==> config.mk <==
export PLATFORM = sky130hd
export DESIGN_NAME = pic
export DESIGN_NICKNAME = d
export VERILOG_FILES = /design/src/rtl/pic_pkg.sv /design/src/rtl/pic_priority_enc.sv /design/src/rtl/pic.sv
export SDC_FILE = /design/constraint.sdc
export NUM_CORES = 1
export LEC_CHECK = 0
export CAP_MARGIN = 0
export CORE_UTILIZATION = 40
export DETAILED_ROUTE_END_ITERATION = 8
export PLACE_DENSITY_LB_ADDON = 0.15
export SYNTH_ARGS = -nofsm -noshare
export SYNTH_HDL_FRONTEND = slang
export SYNTH_SLANG_ARGS = --single-unit
==> constraint.sdc <==
create_clock -name clk -period 2 [get_ports clk]
set_input_delay 0.3 -clock clk [delete_from_list [all_inputs] [get_ports clk]]
set_output_delay 0.3 -clock clk [all_outputs]
set_load 0.02 [all_outputs]
==> src/rtl/pic_pkg.sv <==
// pic_defs: shared register offsets, decode mask, read fill values and byte-lane helper for pic
package pic_defs;
    localparam logic [4:0] PIC_STATUS_OFFSET = 5'd0;
    localparam logic [4:0] PIC_ENABLE_OFFSET = 5'd4;
    localparam logic [4:0] PIC_MODE_OFFSET   = 5'd8;
    localparam logic [4:0] PIC_CLEAR_OFFSET  = 5'd12;
    localparam logic [4:0] PIC_ID_OFFSET     = 5'd16;
    localparam logic [4:0] PIC_UA_OFFSET     = 5'd20;
    localparam logic [4:0] ADDR_CHECK        = 5'b11100;
    localparam logic [31:0] DEAD_F00D        = 32'hDEAD_F00D;
    localparam logic [31:0] DEAD_B00B        = 32'hDEAD_B00B;

    function automatic logic [31:0] lane_mask(input logic [3:0] wr);
        return {{8{wr[3]}}, {8{wr[2]}}, {8{wr[1]}}, {8{wr[0]}}};
    endfunction
endpackage

==> src/rtl/pic_priority_enc.sv <==
// pic_priority_enc: lowest-index-first priority encoder
//   pend_i  : pending vector, bit 0 highest priority
//   valid_o : any bit pending
//   id_o    : index of lowest set bit, 0 when none
module pic_priority_enc #(
    parameter int N_SRC = 8
) (
    input  logic [N_SRC-1:0] pend_i,
    output logic             valid_o,
    output logic [4:0]       id_o
);
    assign valid_o = |pend_i;

    // Scanning downward lets the lowest set index overwrite any higher one.
    always_comb begin
        id_o = '0;
        for (int i = N_SRC - 1; i >= 0; i--)
            if (pend_i[i]) id_o = 5'(i);
    end
endmodule

==> src/rtl/pic.sv <==
// pic: bus-mapped interrupt controller latching, masking and prioritising N_SRC sources
//   clk, rst             : clock, async active-high reset
//   pic_src              : interrupt source lines
//   pic_address/data_i/wr/enable : slave bus request; pic_wr==0 means read
//   pic_data_o, pic_ready: read data and registered acknowledge
//   pic_irq, pic_irq_id  : registered request and highest-priority source index
module pic
    import pic_defs::*;
#(
    parameter int N_SRC = 8
) (
    input  logic             clk,
    input  logic             rst,
    input  logic [N_SRC-1:0] pic_src,
    input  logic [4:0]       pic_address,
    input  logic [31:0]      pic_data_i,
    input  logic [3:0]       pic_wr,
    input  logic             pic_enable,
    output logic [31:0]      pic_data_o,
    output logic             pic_ready,
    output logic             pic_irq,
    output logic [4:0]       pic_irq_id
);
    logic [N_SRC-1:0] status_q, status_d, enable_q, enable_d, mode_q, mode_d, src_prev_q, clr, pend;
    logic [31:0]      wmask, enable_w, mode_w, clr_w;
    logic [4:0]       offset, enc_id, irq_id_q;
    logic             implemented, wr_en, rd_active, enc_valid, ready_q, irq_q;

    assign offset      = pic_address & ADDR_CHECK;
    assign implemented = pic_address < PIC_UA_OFFSET;
    assign wr_en       = pic_enable & implemented & (|pic_wr);
    assign wmask       = lane_mask(pic_wr);
    assign enable_w    = (32'(enable_q) & ~wmask) | (pic_data_i & wmask);
    assign mode_w      = (32'(mode_q) & ~wmask) | (pic_data_i & wmask);
    assign clr_w       = pic_data_i & wmask;
    assign enable_d    = (wr_en && offset == PIC_ENABLE_OFFSET) ? enable_w[N_SRC-1:0] : enable_q;
    assign mode_d      = (wr_en && offset == PIC_MODE_OFFSET) ? mode_w[N_SRC-1:0] : mode_q;
    assign clr         = (wr_en && offset == PIC_CLEAR_OFFSET) ? clr_w[N_SRC-1:0] : '0;
    // Edge bits: a new edge beats a same-cycle clear. Level bits follow the line.
    // Any bit whose mode flips starts clean so the old mode's state cannot leak.
    assign status_d    = (((pic_src & ~src_prev_q) | (status_q & ~clr)) & mode_q
                         | (pic_src & ~mode_q)) & ~(mode_q ^ mode_d);
    assign pend        = status_q & enable_q;

    pic_priority_enc #(.N_SRC(N_SRC)) u_enc (
        .pend_i  (pend),
        .valid_o (enc_valid),
        .id_o    (enc_id)
    );

    // Reads stay valid during the ack cycle so the bus can sample with ready.
    assign rd_active = (pic_enable | ready_q) & (pic_wr == 4'b0000);

    always_comb begin
        pic_data_o = !rd_active                   ? DEAD_B00B :
                     !implemented                 ? DEAD_F00D :
                     offset == PIC_STATUS_OFFSET  ? 32'(status_q) :
                     offset == PIC_ENABLE_OFFSET  ? 32'(enable_q) :
                     offset == PIC_MODE_OFFSET    ? 32'(mode_q) :
                     offset == PIC_ID_OFFSET      ? {irq_q, 26'd0, irq_id_q} : 32'd0;
    end

    always_ff @(posedge clk or posedge rst) begin
        if (rst) begin
            status_q   <= '0;
            enable_q   <= '0;
            mode_q     <= '0;
            src_prev_q <= '0;
            ready_q    <= 1'b0;
            irq_q      <= 1'b0;
            irq_id_q   <= '0;
        end else begin
            status_q   <= status_d;
            enable_q   <= enable_d;
            mode_q     <= mode_d;
            src_prev_q <= pic_src;
            ready_q    <= pic_enable & implemented;
            irq_q      <= enc_valid;
            irq_id_q   <= enc_id;
        end
    end

    assign pic_ready  = ready_q;
    assign pic_irq    = irq_q;
    assign pic_irq_id = irq_id_q;
endmodule

Word level (Yosys, flattened, before mapping) --
Cells that the tools add are included.
Word-level totals: register bits after elaboration 39, input port bits 52, output and inout port bits 39, logic and storage cells 58
Cells by class: bitwise logic cells 23, muxes and demuxes 16, equality and inequality tests 4, $lt $le $gt $ge 1, reductions and logical operators 7
Operators with widths (count):
- 32-bit two-way mux | 6
- 8-bit bitwise AND | 9
- 8-bit NOT | 5
- 8-bit bitwise OR | 4
- 3-bit two-way mux | 8
- 8-bit two-way mux | 2
- 8-bit OR reduction | 1
- 8-bit XOR | 1
- 3-bit by 2-bit == test with 1-bit output (second input constant) | 2
- 5-bit zero test | 1
- 5-bit less-than comparator (second input constant) | 1
- 4-bit zero test | 1
- 4-bit OR reduction | 1
- 1-bit bitwise AND | 3
- 3-bit by 1-bit == test with 1-bit output (second input constant) | 1
- 3-bit == test (second input constant) | 1
- 1-bit logical AND | 3
- 1-bit bitwise OR | 1

Longest topological paths before layout --
depth after elaboration 11, depth in mapped cells 7, depth with buffers taken out 4

Cells and area by module --
Synthesis repeated with hierarchy kept, for this count alone.
Unflattened totals: cells, all modules 209, area, all modules 2168.3 um^2
Modules (own cells, without submodules):
- pic | times used 1, area an instance 2068.2 um^2, cells each 193, seq. area each 975.9 um^2
- pic_priority_enc | times used 1, area an instance 100.1 um^2, cells each 16, seq. area each 0.0 um^2

Least setup slack after synthesis --
Ideal clock, no wire load.
path kind input to output, start point input pic_address[2], end point output pic_data_o[0], arrival time 1.523 ns, data required time 1.700 ns, stages 5, buffers on the path 1, path slack 0.177 ns, cells stage by stage buf_6 or2_2 nand2_1 nand2_2 or3_1
Between the ends: cells in the longest elaborated chain, start to end 7, elaborated cells between the ends (all ways) 11, those cells by class 1 x order compare; 3 x eq/ne; 6 x mux; 1 x reduce/logical
RTL lines:
- from (decl) | RTL line pic.sv:15 | input logic [4:0] pic_address,
- 3-bit == test | RTL line pic.sv:60 | offset == PIC_ID_OFFSET ? {irq_q, 26'd0, irq_id_q} : 32'd0;
- 32-bit two-way mux | RTL line pic.sv:60
- 32-bit two-way mux | RTL line pic.sv:59 | offset == PIC_MODE_OFFSET ? 32'(mode_q) :
- 32-bit two-way mux | RTL line pic.sv:58 | offset == PIC_ENABLE_OFFSET ? 32'(enable_q) :
- 32-bit two-way mux | RTL line pic.sv:57 | offset == PIC_STATUS_OFFSET ? 32'(status_q) :
- 32-bit two-way mux * | RTL line pic.sv:56 | !implemented ? DEAD_F00D :
- 32-bit two-way mux * | RTL line pic.sv:55 | pic_data_o = !rd_active ? DEAD_B00B :
- to (decl) | RTL line pic.sv:19 | output logic [31:0] pic_data_o,
Mark *: on every way between the ends. The rest lies on a longest branch, timed or not.

Final worst setup path --
start point input pic_address[4], end point output pic_data_o[0]
Same word-level chain as after synthesis.

==> impl_metrics.ini <==
[sta]
finalHoldViolCount = 0
setup_viol = 0
fin_skew_ns = 0.00557
fin_tns_setup_ns = 0
clock.fmax_ghz = 0.518
period_share = 0.964
fin_crit_ns = 1.93
hold_ws_ns = 0.417
finalMaxSlewViolations = 0
rsz0062_at_grt = true

[floorplanning]
rows = 26
core_mm2 = 0.00514
die_h_um = 75.2
dieArea_mm2 = 0.00565
die_w_um = 75.2
initial_core_util = 0.417
ios = 91

[cells_and_area]
nNetsFinal = 323
synthToLayoutAreaGrowth_pct = 34.8
drive_gt1_frac = 0.261
antenna_cells = 0

[global_route]
grt_max_degree = 38
grt_overflow = 0
grt_first_pass_wirelength_mm = 7.74
grt_usage = 0.188
grt_pass1_vias = 1586
grt_antenna_before_repair = 0

[run_status]
outcome = finished, final reports clean

[clock_network]
clock_path_buffers = 2
cts-root-buf = clkbuf_8
cts_buffers = 5
clkSinkCount = 37
clkLatencyLatePin_ns = 0.29
clk_pin_slew_ns = 0.07
cts_tree = done
htreeDepth = 2

[logic_synthesis]
yosys_register_bits = 37
yosysTopAreaCellShare = 0.432
yosysSeqAreaShare = 0.432
ys_top_cells_by_area = dfrtp_1 (43%), mux2_4 (11%), buf_4 (8.4%)
synth.distinct_cells = 38
dominantRegCellSynth = dfrtp_1
synth_largest_area_cell = dfrtp_1
yosys_warnings = 0
synth_edf_count = 0
syn_area_mm2 = 0.00214
async_flop_share = 1.00
syn_area_per_cell_um2 = 10.6
netlist_instances = 202
synth_commonest_cells = dfrtp_1 (37), buf_4 (24), mux2_4 (16)
synth.most_common_cell = dfrtp_1

[setup_path]
cp-start-kind = primary input
arrival_ns = 1.63
max_stage_delay_ns = 0.50
worst-path-buf-inv = 3
reg2reg_to = pic_irq_id[0]
path_delay_family = buffers and inverters
rrSetupSlack_ns = 0.78
path_cells = clkdlybuf4s50_1 -> buf_12 -> nand3b_1 -> a21oi_1 -> or3_1 -> buf_6
worst_r2r_path_depth = 4
critPathKind = primary input to output port
critPathSlowestCell = clkdlybuf4s50_1
critPathRequiredTime_ns = 1.70
cp-end-kind = output port
crit_fanout = 12

[place]
place.gp.congestion = 0.747
place_hpwl_mm = 3.40
portBuffers = 53

[routing]
drt_first_pass_iters = 4
ant_nets = 0
drc_errors = 0
drt_iter0_drc = 89
vias = 1738
vias_per_cell = 5.08
routed_wl_mm = 4.78
wire_per_inst_um = 14.0

[run]
drv_cap = 0

[power]
p_leak_nw = 1.30
ir_drop_uv = 421
power_density_mw_per_mm2 = 750

[hold_path]
min_path_type = primary input to asynchronous set/reset pin
## worst max path at each step
stage / cells after the start / endpoint / from / slack [ns]
6_report: 6 / pic_data_o[0] / pic_address[4] / 0.07
5_1_grt: 6 / pic_data_o[27] / pic_address[4] / -0.02
4_1_cts: 7 / pic_data_o[3] / pic_wr[1] / 0.009
3_5_place_dp: 6 / pic_data_o[0] / pic_wr[0] / -0.59
3_3_place_gp: 6 / pic_data_o[0] / pic_wr[0] / -0.57
2_1_floorplan: 5 / pic_data_o[0] / pic_address[2] / 0.18
## per-layer routing
metal  up-vias  wire, um  track usage
li1        841         -            -
met1       834      2200        0.242
met2        58      2260        0.321
met3         5       267       0.0428
met4         0        46       0.0494
met5         -         0            0
## per-stage QoR
| stage | worst slack [ns] | instances | util | power, mW | instance area, um2 |
|---|---|---|---|---|---|
| after floorplan | 0.177 | 212 | - | 1.43 | 2180 |
| after global placement | -0.565 | 323 | 0.532 | 1.66 | 2730 |
| after detailed placement | -0.586 | 323 | 0.532 | 1.67 | 2730 |
| after CTS | 0.00876 | 337 | 0.552 | 2.17 | 2840 |
| after global routing | -0.0172 | 342 | 0.562 | 2.29 | 2890 |
| final | 0.0711 | 342 | 0.562 | 2.17 | 2890 |
## worst min-delay path: stages
cell and delay [ns]:
clkdlybuf4s50_1 0.39, inv_1 0.05, buf_4 0.40
## cells in the final DEF (no fill, tap or decap), drive strengths merged, types with 2 or more instances in the layout
cell type,instances
dfrtp,37
buf,38
mux2i,4
a21boi,8
nor2b,5
o22ai,8
nor3,11
nor3b,10
clkdlybuf4s50,24
dlygate4sd2,13
clkbuf,10
a21oi,15
mux2,16
or3,2
a211oi,9
nand2,12
o21ai,3
nand3b,2
clkdlybuf4s15,8
nand3,3
nor2,8
conb,11
## cell families after synthesis
kind of cell / Yosys count / share of synthesized area
other: 1 / 0.00175
AND/OR/NAND/NOR: 61 / 0.168
flip-flops: 37 / 0.432
multiplexers: 20 / 0.131
buffers and inverters: 34 / 0.116
AO/OA/AOI/OAI: 49 / 0.150
## repair_timing
| action | in CTS | in global routing |
|---|---|---|
| gates resized for setup | 60 | 14 |
| pin swaps | 4 | 4 |
| endpoints found under the setup margin | 23 | 15 |
| buffers inserted | 6 | 5 |
| hold buffers | 0 | 0 |
| cloned | 0 | 0 |
## report_power, final
part	internal [mW]	switching (mW)
sequential	0.894	0.151
combinational	0.350	0.271
clock	0.248	0.252
total	1.49	0.674
## cell type report
class                   instances  area (um2)
fillers                       491        2250
multi-input cells             141        1030
flip-flops and latches         37         926
repair buffers                 85         763
well taps                      70        87.6
clock buffers                   8        80.1
inverters                       1        3.75
Power figures use the tool's default switching activity.
